**src/rtl/pcm_arb_pkg.sv**
```systemverilog
// Shared definitions for the PCM port arbiter: FSM state codes, host
// opcodes and status-word bit positions.
package pcm_arb_pkg;

  typedef enum logic [1:0] {
    ST_IDLE   = 2'd0,
    ST_ISSUE  = 2'd1,
    ST_RDWAIT = 2'd2
  } arb_state_t;

  localparam logic [2:0] OP_RUN     = 3'd1;
  localparam logic [2:0] OP_HALT    = 3'd2;
  localparam logic [2:0] OP_CLR_ERR = 3'd3;

  localparam int RSP_TOGGLE = 3;
  localparam int RSP_BUSY   = 2;
  localparam int RSP_HALTED = 1;
  localparam int RSP_ERROR  = 0;

  // Width of a channel index; a single channel still needs one bit.
  function automatic int idx_w(input int n);
    return (n > 1) ? $clog2(n) : 1;
  endfunction

endpackage

```
**src/rtl/rr_arbiter.sv**
```systemverilog
// Round-robin selector: scans the request vector starting at ptr and
// returns the first requester as a one-hot grant plus its index.
module rr_arbiter #(
  parameter int N_CH = 2,
  parameter int IW   = 1
) (
  input  logic [N_CH-1:0] req,
  input  logic [IW-1:0]   ptr,
  output logic [N_CH-1:0] grant,
  output logic [IW-1:0]   idx,
  output logic            any
);

  logic [IW-1:0] sel;

  // Find the first asserted request at or after ptr, wrapping around.
  always_comb begin
    // NOTE: every output of a combinational block gets a default before any
    // branch; a path that leaves one unassigned would infer a latch.
    grant = '0;
    idx   = '0;
    any   = 1'b0;
    sel   = '0;
    for (int i = 0; i < N_CH; i++) begin
      sel = IW'((int'(ptr) + i) % N_CH);
      if (!any && req[sel]) begin
        grant[sel] = 1'b1;
        idx        = sel;
        any        = 1'b1;
      end
    end
  end

endmodule

```
**src/rtl/pcm_port_arbiter.sv**
```systemverilog
// Multi-channel arbiter in front of a single-port PCM on-chip RAM.
// One transaction at a time: IDLE picks a round-robin winner, ISSUE drives
// the RAM strobe, RDWAIT returns read data one cycle later. A toggle-strobed
// host command port can halt/resume granting and clear the sticky error.
module pcm_port_arbiter #(
  parameter int N_CH      = 2,
  parameter int AW        = 11,
  parameter int DW        = 16,
  parameter int MEM_WORDS = 2048
) (
  input  logic                       clk,
  input  logic                       reset,
  input  logic [N_CH-1:0]            ch_req,
  input  logic [N_CH-1:0]            ch_we,
  input  logic [N_CH-1:0][AW-1:0]    ch_addr,
  input  logic [N_CH-1:0][DW-1:0]    ch_wdata,
  input  logic [N_CH-1:0][DW/8-1:0]  ch_be,
  output logic [N_CH-1:0]            ch_ack,
  output logic [DW-1:0]              ch_rdata,
  output logic [AW-1:0]              mem_address,
  output logic                       mem_chipselect,
  output logic                       mem_clken,
  output logic                       mem_write,
  output logic [DW-1:0]              mem_writedata,
  output logic [DW/8-1:0]            mem_byteenable,
  input  logic [DW-1:0]              mem_readdata,
  input  logic [3:0]                 ctl_cmd,
  output logic [3:0]                 rsp_status
);

  import pcm_arb_pkg::*;

  localparam int IW = idx_w(N_CH);
  localparam logic [AW:0] MEM_LIMIT = (AW+1)'(MEM_WORDS);

  arb_state_t state_q, state_d;

  logic [IW-1:0]   ptr_q;
  logic [N_CH-1:0] win_oh_q;
  logic            we_q;
  logic            oor_q;
  logic [AW-1:0]   addr_q;
  logic [DW-1:0]   wdata_q;
  logic [DW/8-1:0] be_q;
  logic            halted_q;
  logic            err_q;
  logic            tog_q;

  logic [N_CH-1:0] grant;
  logic [IW-1:0]   grant_idx;
  logic            grant_any;
  logic            grant_en;
  logic            ack_en;
  logic            cmd_fire;
  logic            err_set;

  rr_arbiter #(
    .N_CH (N_CH),
    .IW   (IW)
  ) u_rr (
    .req   (ch_req),
    .ptr   (ptr_q),
    .grant (grant),
    .idx   (grant_idx),
    .any   (grant_any)
  );

  assign grant_en = (state_q == ST_IDLE) && !halted_q && grant_any;
  assign cmd_fire = (ctl_cmd[3] != tog_q);
  assign err_set  = (state_q == ST_ISSUE) && oor_q;

  // State register; an asynchronous reset aborts any in-flight transaction.
  always_ff @(posedge clk or posedge reset) begin
    // NOTE: sequential state uses non-blocking assignments so every register
    // samples pre-edge values regardless of block evaluation order.
    if (reset) state_q <= ST_IDLE;
    else       state_q <= state_d;
  end

  // Latch the winner's request and advance the round-robin pointer on grant.
  always_ff @(posedge clk or posedge reset) begin
    if (reset) begin
      ptr_q    <= '0;
      win_oh_q <= '0;
      we_q     <= 1'b0;
      oor_q    <= 1'b0;
      addr_q   <= '0;
      wdata_q  <= '0;
      be_q     <= '0;
    end else if (grant_en) begin
      ptr_q    <= (grant_idx == IW'(N_CH-1)) ? '0 : grant_idx + IW'(1);
      win_oh_q <= grant;
      we_q     <= ch_we[grant_idx];
      oor_q    <= ({1'b0, ch_addr[grant_idx]} >= MEM_LIMIT);
      addr_q   <= ch_addr[grant_idx];
      wdata_q  <= ch_wdata[grant_idx];
      be_q     <= ch_be[grant_idx];
    end
  end

  // Host command port: act once per toggle of ctl_cmd[3]; an error raised in
  // the same cycle as CLR_ERR is kept so it cannot be lost.
  always_ff @(posedge clk or posedge reset) begin
    if (reset) begin
      tog_q    <= 1'b0;
      halted_q <= 1'b0;
      err_q    <= 1'b0;
    end else begin
      if (cmd_fire) begin
        tog_q <= ctl_cmd[3];
        case (ctl_cmd[2:0])
          OP_RUN:  halted_q <= 1'b0;
          OP_HALT: halted_q <= 1'b1;
          default: ;
        endcase
      end
      if (err_set)
        err_q <= 1'b1;
      else if (cmd_fire && (ctl_cmd[2:0] == OP_CLR_ERR))
        err_q <= 1'b0;
    end
  end

  // Next-state and strobe decode; strobes and ack are zero unless named here.
  always_comb begin
    state_d        = state_q;
    mem_chipselect = 1'b0;
    mem_clken      = 1'b0;
    mem_write      = 1'b0;
    ack_en         = 1'b0;
    ch_rdata       = '0;
    unique case (state_q)
      ST_IDLE: begin
        if (grant_en) state_d = ST_ISSUE;
      end
      ST_ISSUE: begin
        if (oor_q) begin
          ack_en  = 1'b1;
          state_d = ST_IDLE;
        end else begin
          mem_chipselect = 1'b1;
          mem_clken      = 1'b1;
          mem_write      = we_q;
          if (we_q) begin
            ack_en  = 1'b1;
            state_d = ST_IDLE;
          end else begin
            state_d = ST_RDWAIT;
          end
        end
      end
      ST_RDWAIT: begin
        ack_en   = 1'b1;
        ch_rdata = mem_readdata;
        state_d  = ST_IDLE;
      end
      default: state_d = ST_IDLE;
    endcase
  end

  assign ch_ack         = ack_en ? win_oh_q : '0;
  assign mem_address    = mem_chipselect ? addr_q : '0;
  assign mem_writedata  = mem_write ? wdata_q : '0;
  assign mem_byteenable = mem_write ? be_q : '0;

  assign rsp_status[RSP_TOGGLE] = tog_q;
  assign rsp_status[RSP_BUSY]   = (state_q != ST_IDLE);
  assign rsp_status[RSP_HALTED] = halted_q;
  assign rsp_status[RSP_ERROR]  = err_q;

endmodule

```
**config.mk**
```make
export PLATFORM = sky130hd
export DESIGN_NAME = pcm_port_arbiter
export DESIGN_NICKNAME = d
export VERILOG_FILES = /design/src/rtl/pcm_arb_pkg.sv /design/src/rtl/rr_arbiter.sv /design/src/rtl/pcm_port_arbiter.sv
export SDC_FILE = /design/constraint.sdc
export NUM_CORES = 1
export LEC_CHECK = 0
export ABC_AREA = 1
export ABC_CLOCK_PERIOD_IN_PS = 1490
export BUFFER_PORTS_ARGS = -buffer_cell sky130_fd_sc_hd__buf_2
export CORE_AREA = 2 2 58 114
export DETAILED_ROUTE_END_ITERATION = 8
export DIE_AREA = 0 0 60 116
export GPL_TIMING_DRIVEN = 1
export PLACE_DENSITY = 0.86
export SYNTH_ARGS = -nofsm -noshare
export SYNTH_HDL_FRONTEND = slang
export SYNTH_SLANG_ARGS = --single-unit
export TNS_END_PERCENT = 5
```
**constraint.sdc**
```tcl
create_clock -name clk -period 1.49 [get_ports clk]
set_clock_uncertainty 0.05 [all_clocks]
set_input_delay 0.0745 -clock clk [delete_from_list [all_inputs] [get_ports clk]]
set_output_delay 0.0745 -clock clk [all_outputs]
set_load 0.01 [all_outputs]
```
==> flow_summary.ini <==
[critical_path]
cp.arrival_ns = 1.39
r2r_start = state_q[0]
critPathKind = register to output port
end_kind = output port
startpoint = state_q[1]
start_kind = register
rrSetupSlack_ns = 0.01
worst_ep_required_time_ns = 1.37
path_max_fanout = 18

[synth]
synthAdderAreaFrac_pct = 1.988
syn-num-nets = 501
netlist_instances = 413
ys_seq_area_share_pct = 36.78
ys_seq_elements = 37
synth-simple-area-share_pct = 36.48
synth_top_area_share_pct = 36.78
synthMuxAreaShare_pct = 0
synth_area_leaders = dfrtp_1, nand2_1, inv_1
synth_top_family_by_area = simple AND/OR/NAND/NOR gates
synthesis.area_mm2 = 0.002517
synth_area_per_cell_um2 = 6.095
synth-compound-area-share_pct = 0.9940
synth_cell_types = 13
ys.warnings.count = 0
synth_xor_area_share_pct = 0
yosys.area.top_type = dfrtp_1

[cts]
h-tree-depth = 2
cts_tree = done
clock_path_buffers = 2
cts_root_buf = clkbuf_16
cts_buffers = 5
insertion_delay_ns = 0.28
clkSinkCount = 37
path_clk_slew_ns = 0.05

[detailed_routing]
ant_nets = 0
remaining_drc_errors = 0
first_pass_iters = 4
wl_per_cell_um = 11.31
wirelength_um = 7229
drtIter0Drc = 108
drt-vias-per-instance = 4.573
num_vias = 2922

[finish]
postLayoutCoreUtil_pct = 59.36
diodes = 0
final_common_cell = buf_2
final_cell_area_mm2 = 0.003595
syn2layout_area_growth_pct = 42.79
layout_common_cells = buf_2, nand2_1, inv_1, nand3_1, dfrtp_1
nNetsFinal = 643
drive_above_1_share_pct = 32.97

[timing]
period_share_pct = 101.9
setup_viol = 8
worst_slack_ns = -0.02905
max_freq_ghz = 0.6583
hold_slack_ns = 0.03445
period_needed_ns = 1.519
hold_viol = 0
rsz0062_at_grt = yes
maxSlewViolCount = 0

[placement]
dp_hpwl_um = 5485
port_buffers = 136
dpl-instance-area_mm2 = 0.003274
pre_cts_ws_ns = -0.04005
place_congestion = 0.8515

[hold_path]
hold_class = primary input to register
worst_hold_startpoint = ctl_cmd[2]

[die]
die_h_um = 116
die_area_mm2 = 0.006960
fp-row-count = 40
core_mm2 = 0.006056
ios = 138
die_x_um = 60
initial_core_util_pct = 41.57

[global_route]
overflow = 0
grt_max_degree = 38
grt_util_all_layers_pct = 21.36
grt_pass1_wl_um = 11390
grt_pass1_vias = 2786
antenna_found_initial = 0

[pwr]
power_density_mw_per_mm2 = 1609
ir_worst_vdd_mv = 0.7993
leakage_nw = 2.519

[flow_run]
drv_cap = 0

[run_status]
outcome = complete, but fails checks
violations = negative setup slack
==> flip-flops by register name, summed over array words and instances, names as in the netlist <==
register  cells
wdata_q      16
addr_q       11
be_q          2
state_q       2
win_oh_q      2
halted_q      1
ptr_q         1
tog_q         1
we_q          1
==> kinds of logic after synthesis <==
group / after synthesis
adder cells (fa/ha/maj): 4
flip-flops: 37
AO/OA/AOI/OAI: 5
buffers and inverters: 143
AND/OR/NAND/NOR: 223
other: 1
==> routing by layer <==
layer	track usage, %	vias to the layer above	routed length, um
li1	-	1457	-
met1	20.90	1334	2479
met2	41.52	114	4130
met3	3.125	17	402
met4	9.333	0	217
met5	0	-	0
==> synthesized netlist by cell type, drive strengths merged <==
library cell  instances
nand3                63
inv                 118
clkbuf                4
ha                    4
o21ai                 5
dfrtp                37
conb                  1
nor2                 26
buf                  21
nand2               134
==> power by group <==
part	switching, mW	total [mW]	internal [mW]	leakage [nW]
clock network	0.372	1.03	0.656	0.0700
registers	0.299	1.80	1.50	0.449
logic	1.74	2.96	1.22	2.00
==> final timing paths <==
kind,depth (start not counted),end
max in group asynchronous,4,state_q[0]
worst max-delay path,6,mem_writedata[2]
worst min-delay path,4,halted_q
worst min register to register,2,addr_q[0]
worst max register to register,7,state_q[0]
min in group asynchronous,4,halted_q
==> worst max-delay path: stages (launching register included) <==
cell	delay, ns
dfrtp_1	0.38
inv_2	0.10
ha_4	0.16
nand2_4	0.06
buf_12	0.16
nor2_2	0.11
buf_2	0.14
==> through the flow <==
| step | instances | setup TNS, ns | power (mW) |
|---|---|---|---|
| after global routing | 639 | -3.253 | 6.274 |
| after global placement | 624 | 0 | 4.277 |
| after floorplan | 413 | 0 | 3.475 |
| after CTS | 636 | -0.1341 | 5.623 |
| after detailed placement | 624 | -0.5796 | 4.383 |
| final | 639 | -0.07592 | 5.783 |
==> area by class of cell <==
class | count | area (um^2)
Fill cell | 561 | 2461
Multi-Input combinational cell | 233 | 1066
Sequential cell | 37 | 927.1
Timing Repair Buffer | 160 | 908.4
Inverter | 118 | 445.4
Clock buffer | 7 | 142.6
Tap cell | 84 | 105.1
==> what timing repair did <==
item / 4_1_cts / 5_1_grt
buffers inserted: 1 / 3
hold buffers: 3 / 0
pin swaps: 1 / 1
endpoints found under the hold margin: 39 / 0
endpoints found under the setup margin: 78 / 81
gates cloned: 1 / 0
resized for setup: 23 / 12
(Power assumes the default switching activity.)
